[src/rtl/imm_encode.sv]
// imm_encode: builds instruction words whose immediate field decodes back to a
// requested value. Zero-extended constants that do not fit in a byte expand
// into an LLB/LHB word pair. Values that cannot be represented are emitted as
// a single word with the field cleared and out_err set, and they are counted.
module imm_encode #(
  parameter logic [3:0] LHB_OPCODE = 4'b1011,
  parameter int         ERR_CNT_W  = 8
) (
  input  logic                 clk,
  input  logic                 rst_n,
  input  logic                 in_valid,
  output logic                 in_ready,
  input  logic [1:0]           in_kind,
  input  logic [15:0]          in_value,
  input  logic [15:0]          in_base,
  output logic                 out_valid,
  input  logic                 out_ready,
  output logic [15:0]          out_instr,
  output logic                 out_last,
  output logic                 out_err,
  output logic [ERR_CNT_W-1:0] err_count
);

  typedef enum logic [1:0] {
    EMPTY = 2'd0,
    ONE   = 2'd1,
    TWO   = 2'd2
  } state_t;

  state_t      state;
  logic [15:0] pend_word;

  logic [15:0] word1;
  logic [15:0] word2;
  logic        two_word;
  logic        enc_err;
  logic        accept;
  logic        xfer;

  // Returns 1 when v[15:lsb] are all equal, i.e. v fits as a signed value
  // whose sign bit sits at position lsb.
  function automatic logic sext_fits(input logic [15:0] v, input int lsb);
    logic all_one;
    logic all_zero;
    all_one  = 1'b1;
    all_zero = 1'b1;
    for (int i = 0; i < 16; i++) begin
      if (i >= lsb) begin
        all_one  = all_one & v[i];
        all_zero = all_zero & ~v[i];
      end
    end
    return all_one | all_zero;
  endfunction

  // Combinational field encoding of the incoming request.
  always_comb begin
    word1    = in_base;
    word2    = {LHB_OPCODE, in_base[11:8], in_value[15:8]};
    two_word = 1'b0;
    enc_err  = 1'b0;
    case (in_kind)
      2'b00: begin
        // Branch: 9-bit field scaled by 2, so the value must be even and
        // representable as a 10-bit signed number.
        if (!in_value[0] && sext_fits(in_value, 9)) begin
          word1[8:0] = in_value[9:1];
        end else begin
          word1[8:0] = 9'd0;
          enc_err    = 1'b1;
        end
      end
      2'b01: begin
        // Memory offset: plain 4-bit signed field.
        if (sext_fits(in_value, 3)) begin
          word1[3:0] = in_value[3:0];
        end else begin
          word1[3:0] = 4'd0;
          enc_err    = 1'b1;
        end
      end
      2'b10: begin
        // Immediate: 8-bit field scaled by 2, value must be even and fit in
        // 9 signed bits.
        if (!in_value[0] && sext_fits(in_value, 8)) begin
          word1[7:0] = in_value[8:1];
        end else begin
          word1[7:0] = 8'd0;
          enc_err    = 1'b1;
        end
      end
      default: begin
        // Zero-extended byte; any nonzero high byte needs a following LHB.
        word1[7:0] = in_value[7:0];
        two_word   = |in_value[15:8];
      end
    endcase
  end

  assign out_valid = (state != EMPTY);
  assign in_ready  = (state == EMPTY) || ((state == ONE) && out_ready);
  assign accept    = in_valid && in_ready;
  assign xfer      = out_valid && out_ready;

  // Output register, pending LHB word and error counter.
  always_ff @(posedge clk or negedge rst_n) begin
    if (!rst_n) begin
      state     <= EMPTY;
      out_instr <= 16'h0000;
      out_last  <= 1'b0;
      out_err   <= 1'b0;
      pend_word <= 16'h0000;
      err_count <= '0;
    end else begin
      if (accept) begin
        out_instr <= word1;
        out_last  <= ~two_word;
        out_err   <= enc_err;
        pend_word <= word2;
        state     <= two_word ? TWO : ONE;
        if (enc_err && (err_count != {ERR_CNT_W{1'b1}})) begin
          err_count <= err_count + 1'b1;
        end
      end else if (xfer) begin
        if (state == TWO) begin
          out_instr <= pend_word;
          out_last  <= 1'b1;
          out_err   <= 1'b0;
          state     <= ONE;
        end else begin
          state <= EMPTY;
        end
      end
    end
  end

endmodule

[config.mk]
export PLATFORM = sky130hd
export DESIGN_NAME = imm_encode
export DESIGN_NICKNAME = d
export VERILOG_FILES = /design/src/rtl/imm_encode.sv
export SDC_FILE = /design/constraint.sdc
export NUM_CORES = 1
export LEC_CHECK = 0
export CORE_MARGIN = 1
export CORE_UTILIZATION = 49
export DETAILED_ROUTE_END_ITERATION = 8
export PLACE_DENSITY = 0.86
export SLEW_MARGIN = 20
export SYNTH_ARGS = -nofsm -noshare
export SYNTH_HDL_FRONTEND = slang
export SYNTH_SLANG_ARGS = --single-unit
[constraint.sdc]
create_clock -name clk -period 3.9 [get_ports clk]
set_input_delay 0.585 -clock clk [delete_from_list [all_inputs] [get_ports clk]]
set_output_delay 0.585 -clock clk [all_outputs]
set_load 0.005 [all_outputs]
==> impl_results.md, run 1 <==
* Status: finished, final reports clean
* Post-Layout Inst Area at between 2000 and 3000 um2
* RR Startpoint: state[1]
* TritonCTS Buffers at 5
* Placed cell area at about 2700 um2
* Multi-input logic area at 931 um2
* Crit-path max FO at 17
* FF+latch count, synth at ~40
* Clock tree sinks at 41
* Reg clk slew, reported paths at about 70 ps
* Tot GR Track Use at about a quarter
* 1st-pass router iterations at 4
* CTS root buf: clkbuf_8
* Cell count after synthesis at between 200 and 250
* DRT iter0 DRCs at 132
* CP arrival at 2750 ps
* M1 wire length at ~2000 um
* Pwr dens at about 500 nW/um2
* Ant. Diodes at 0
* Global route overflow at 0
* Share of cells above drive strength 1 at approximately 6.8%
* DR vias/cell at approximately 5.6
* Vias post-DR at approximately 1.8k
* Min Tclk post-route at 2550 ps
* Placer Congestion at around 0.89
* Sequential cell area at between 1000 and 1500 um2
* Post-synthesis sequential area ratio at between 50% and 60%
* Final ANT Viol Nets at 0
* Setup_tns at 0 ps
* Largest net degree at the start of global routing at 42
* Nets at approximately 320
* Cell variety after synth at 40
* Lkg Pwr at approximately 1.2 nW
* Hold Fails Final Rpt at 0
* Vias in the first global route at 1814
* Post-layout util at about three quarters
* Crit. Startpoint: out_ready
* CTS max path bufs at 2
* # DRC at 0
* Initial antenna violation count at 0
* First-pass GRT wire length at about 8000 um
* Met2 WL post-DR at ~2400 um
* Worst-skew pair later-pin latency at 290 ps
* Placed insts at 320
* Core area at around 3800 um2
* Least-Margin Pin Slew at just under 900 ps
* Critical path type: primary input to flop
* Critical Path Start Type: primary input
* Fin crit share at about two thirds
* Peak supply drop at ~0.45 mV
* Place WS at between 1000 and 1500 ps
* Syn avg cell area at ~9.4 um2
* Max layer used: met4
* Post-CTS Resized at 0
* HPWL Detailed at around 3600 um
* Row cnt at 22
* Die area at between 4000 and 5000 um2
* Final Slew Violations at 0
* Slew HR at about two fifths
* Port bufs at just over 60
* Critical Path Sink Type: flop
* Cts hold-fix bufs at 0
* Max Cap Violations at 0
* H-tree levels at 2
* HP Class: primary input to asynchronous set/reset pin
* Synth Net Count at approximately 250
* Critical Path RT at slightly above 4000 ps
* Setup bufs post-CTS at 0
* Post-Route WL at 4850 um
* Post-route insts no fill at 328
* Final setup viols at 0
* Starting Density at 52.7%
* Fmax at a little under 400 MHz
* Area Overhead vs Synth at 38.8%
* # IOs at 66
* Die H at ~66 um
* WL/cell at approximately 15 um
* Synth warn at 0
* Fin worst setup slack at 1350 ps
* Die W at 65.9 um
* Unrepaired setup endpoints after global routing: no
* Area of the mapped netlist at roughly 2000 um2
* Met3 wire len at 399 um
* Filler cell count at about 310
* CTS tree: done
* Fin Clk Skew at 6.92 ps
[per-layer routing]
metal  global-route usage, %  vias to the layer above
li1                        -                      881
met2                    41.8                       88
met5                       0                        -
met3                    5.52                       11
met4                    11.7                        0
met1                    30.6                      844
[through the flow]
stage	total power [mW]	hold WS [ps]
after global routing	1.47	488
after global placement	1.03	438
after CTS	1.40	441
final	1.38	412
after detailed placement	1.05	450
after floorplan	0.786	289
[logic make-up (layout without fill, tap and decap cells)]
group           count (synthesis)  in the layout  share of synthesized area [%]
simple gates                   98             98                           22.5
compound gates                 49             49                           16.7
flops                          41             41                           51.2
buf+inv                        11             77                           2.31
xor+xnor                        7              7                           3.06
mux                             7              7                           3.56
fa+ha+maj                       1              1                          0.625
[cells in the final DEF, fill, tap and decap left out, types with 2 or more instances in the layout]
cell / synthesis / final
clkdlybuf4s50_1: 0 / 60
a21oi_1: 9 / 9
dfrtp_1: 41 / 41
clkbuf_8: 0 / 6
o31ai_1: 2 / 2
nand2_1: 51 / 51
nand3b_1: 2 / 2
a221oi_1: 5 / 5
xnor2_1: 2 / 2
nand3_1: 6 / 6
xor2_1: 5 / 5
nor2_1: 17 / 17
buf_4: 1 / 3
nor3_1: 5 / 5
mux2i_1: 6 / 6
o21ai_0: 18 / 18
inv_1: 5 / 5
nor3b_1: 2 / 2
a31oi_1: 5 / 5
nor4_1: 2 / 2
nand2b_1: 2 / 2
and2_1: 5 / 5
[layout make-up]
cell class	instances	share of cell area [%]
sequential	41	36.9
clock inverter	1	1.08
inverter	5	0.675
multi-input combinational	162	33.5
tap	48	2.16
clock buffer	7	3.11
timing repair buffer	64	22.6
[critical path, stage by stage]
cell             delay [ps]
clkdlybuf4s50_1         510
nand2b_2                160
and2_1                  540
nand3b_1                220
a2bb2oi_4               220
nor4b_2                 310
xor2_1                  200
[synthesized netlist by cell type, drive strengths merged]
library cell	instances	area (um2)
a22o	1	8.76
and2	5	31.3
nor2	17	63.8
o221ai	1	8.76
o21a	1	7.51
a221o	1	10.0
ha	1	12.5
inv	5	18.8
nand2	51	191
a211oi	1	7.51
nand2b	3	21.3
buf	2	12.5
nand3	6	30.0
nand3b	2	15.0
or2	1	6.26
o31ai	2	15.0
a31o	1	8.76
nor3b	2	15.0
a21oi	9	45.0
nor2b	1	6.26
nor4	2	12.5
o21ai	18	90.1
o22ai	1	6.26
dfrtp	41	1030
mux2i	6	60.1
clkbuf	4	15.0
nand4	2	18.8
mux2	1	11.3
nor4b	1	15.0
xnor2	2	17.5
a32oi	1	8.76
xor2	5	43.8
o41ai	1	16.3
nor3	5	25.0
a31oi	5	31.3
a2bb2oi	1	26.3
a221oi	5	43.8
[flip-flops by register name (all words and copies together), names as in the netlist]
name	cells
out_instr	16
err_count	8
pend_word	13
state	2
out_last	1
out_err	1
[power breakdown]
group          switching, mW  internal (mW)  total (mW)
Sequential            0.0813          0.531       0.612
Clock                  0.135          0.209       0.344
Combinational          0.175          0.254       0.429
Total                  0.391          0.994        1.38
[worst paths after layout]
check                                end  slack (ps)  cells after the start
setup / recovery            err_count[6]        1350                      7
hold / removal             out_instr[11]         410                      1
setup reg to reg            err_count[6]        1750                      6
hold reg to reg            pend_word[12]         470                      1
max in group asynchronous   out_instr[7]        2940                      1
min in group clk           pend_word[12]         470                      1
No activity file was read; power rests on OpenSTA's default activity.
==> inputs of run 2 (changes only) <==
--- a/config.mk
+++ b/config.mk
@@ -6,9 +6,9 @@
 export NUM_CORES = 1
 export LEC_CHECK = 0
 export CORE_MARGIN = 1
-export CORE_UTILIZATION = 49
+export CORE_UTILIZATION = 46
 export DETAILED_ROUTE_END_ITERATION = 8
-export PLACE_DENSITY = 0.86
+export PLACE_DENSITY = 0.81
 export SLEW_MARGIN = 20
 export SYNTH_ARGS = -nofsm -noshare
 export SYNTH_HDL_FRONTEND = slang
==> constraint.sdc (replaced) <==
create_clock -name clk -period 2.4 [get_ports clk]
set_input_delay 0.36 -clock clk [delete_from_list [all_inputs] [get_ports clk]]
set_output_delay 0.36 -clock clk [all_outputs]
set_load 0.005 [all_outputs]
==> run 2 against run 1 <==
Register-to-register slack got worse by 1200 ps; critical path type unchanged; global-route usage is 1.0 points lower; utilization shrank 4.8 points; hold slack worse by 230 ps; non-clock buffer count up 4; count of clock-buffer cells in the layout fell by 2; clock power up 28%; wire length is 1.5% higher.
==> impl_results.md, run 2 (same netlist as run 1, synthesis figures left out) <==
* Max reg flops at 16 (unchanged)
* Post-Route WL at 4930 um (+1.5%)
* Internal at 1.48 mW (+49%)
* Final Slew Violations at 0 (unchanged)
* R2r worst-path depth at 8 (+2)
* Cts hold-fix bufs at 0 (unchanged)
* Register share of total power at 46.6% (+2.4 points)
* Largest net degree at the start of global routing at 42 (unchanged)
* DRT iter0 DRCs at 107 (-19%)
* Peak supply drop at 0.510 mV (+14%)
* Post-Layout Inst Area at 2800 um2 (+0.54%)
* Worst-skew pair later-pin latency at 290 ps (about the same)
* Psw at 0.651 mW (+67%)
* H-tree levels at 2 (unchanged)
* Top reg by flops: out_instr
* Starting Density at 49.0% (-3.7 points)
* Final ANT Viol Nets at 0 (unchanged)
* Critical path type: primary input to flop
* Reg clk slew, reported paths at 80 ps (about the same)
* DR vias/cell at 5.41 (-2.7%)
* Tot GR Track Use at 24.0% (-1.0 points)
* Minimum hold slack at 186 ps (-226 ps)
* Most frequent cells in the layout: 60 x clkdlybuf4s50_1, 51 x nand2_1, 41 x dfrtp_1, 18 x o21ai_0, 17 x nor2_1
* Max Cap Violations at 0 (unchanged)
* CP arrival at 2230 ps (-520 ps)
* Least-Margin Pin Slew at 905 ps (+25.1 ps)
* WL/cell at 14.7 um (-0.32%)
* Fin Clk Skew at 3.34 ps (-3.59 ps)
* Fin crit share at between 80% and 90%
* Critical Path Sink Type: flop
* Clock tree sinks at 41 (unchanged)
* 1st-pass router iterations at 4 (unchanged)
* # IOs at 66 (unchanged)
* Die H at 68.0 um (+3.1%)
* Top Registers: out_instr x16, pend_word x13, err_count x8
* CTS root buf: clkbuf_8
* HP Class: primary input to asynchronous set/reset pin
* Most common cell after layout, fill and taps aside: clkdlybuf4s50_1
* Lkg Pwr at 1.22 nW (+0.77%)
* Setup bufs post-CTS at 0 (unchanged)
* Ant. Diodes at 0 (unchanged)
* Fmax at about 480 MHz
* Global route overflow at 0 (unchanged)
* Placed cell area at 2710 um2 (+1.7%)
* Vias in the first global route at 1709 (-5.8%)
* Die area at 4620 um2 (+6.3%)
* Core area at 4090 um2 (+7.6%)
* Vias post-DR at 1808 (-0.88%)
* Combinational power share at 32.7% (+1.7 points)
* TritonCTS Buffers at 5 (unchanged)
* First-pass GRT wire length at 8070 um (+0.44%)
* Initial antenna violation count at 0 (unchanged)
* Post-CTS Resized at 0 (unchanged)
* Clock power frac at 20.7% (-4.1 points)
* Setup_tns at 0 ps (unchanged)
* Crit-path max FO at 6 (-11)
* Die W at 68.0 um (+3.1%)
* Placer Congestion at 0.843 (-4.8%)
* Unrepaired setup endpoints after global routing: no
* Row cnt at 23 (+4.5%)
* Area Overhead vs Synth at 39.5%
* CTS tree: done
* Pwr dens at 764 nW/um2 (+53%)
* CTS max path bufs at 2 (unchanged)
* Critical Path RT at 2560 ps (-1540 ps)
* Post-layout util at 68.4% (-4.8 points)
* # DRC at 0 (unchanged)
* Final setup viols at 0 (unchanged)
* Status: finished, final reports clean
* Hold Fails Final Rpt at 0 (unchanged)
* HPWL Detailed at 3620 um (+1.9%)
* Nets at 322 (+1.3%)
* Sw frac at 30.5% (+2.3 points)
* Share of cells above drive strength 1 at 8.45% (+1.7 points)
* Critical Path Start Type: primary input
* Slew HR at 39.7% (-1.7 points)
* Min Tclk post-route at between 2000 and 2500 ps
* Port bufs at 61 (unchanged)
==> run 2: worst max-delay path, stage by stage <==
cell             delay (ps)
clkdlybuf4s50_1         440
nor4_1                  400
and2_1                  260
o221ai_1                180
a2bb2oi_4               240
buf_12                  130
nor3_1                   60
xor2_1                  150
==> run 2: final cells by class <==
class | count | area (um2)
timing repair buffer | 68 | 671
fill | 346 | 1290
clock buffer | 5 | 68.8
multi-input combinational | 162 | 931
sequential | 41 | 1030
inverter | 5 | 18.8
tap | 50 | 62.6
clock inverter | 3 | 17.5
==> run 2: path summary, 6_finish.rpt <==
check                      slack [ps]       endpoint           from
hold / removal                    190  out_instr[13]          rst_n
min in group clk                  470  pend_word[12]  pend_word[12]
max in group asynchronous        1650   err_count[1]          rst_n
setup reg to reg                  550   err_count[5]   err_count[0]
hold reg to reg                   470  pend_word[12]  pend_word[12]
setup / recovery                  340   err_count[5]   in_value[14]
==> run 2: routing by layer <==
layer / global-route usage [%] / share of wire [%]
met5: 0 / 0
met4: 7.81 / 1.3
met3: 6.33 / 6.1
met2: 37.1 / 48
met1: 32.6 / 45
==> run 2: power groups by stage <==
| stage | Clock, mW | Combinational (mW) | Sequential, mW |
|---|---|---|---|
| 2_1_floorplan | 0 | 0.282 | 0.995 |
| 3_3_place_gp | 0 | 0.685 | 0.997 |
| 3_5_place_dp | 0 | 0.701 | 1.01 |
| 4_1_cts | 0.452 | 0.706 | 0.996 |
| 5_1_grt | 0.477 | 0.782 | 1.02 |
| 6_report | 0.442 | 0.698 | 0.995 |
==> run 2: per-stage QoR <==
step                power, mW  instances  setup slack [ps]
floorplan                1.28        214               660
global placement         1.68        326              87.6
detailed placement       1.71        326              44.7
CTS                      2.15        334               354
global route             2.28        334               141
finish                   2.14        334               337
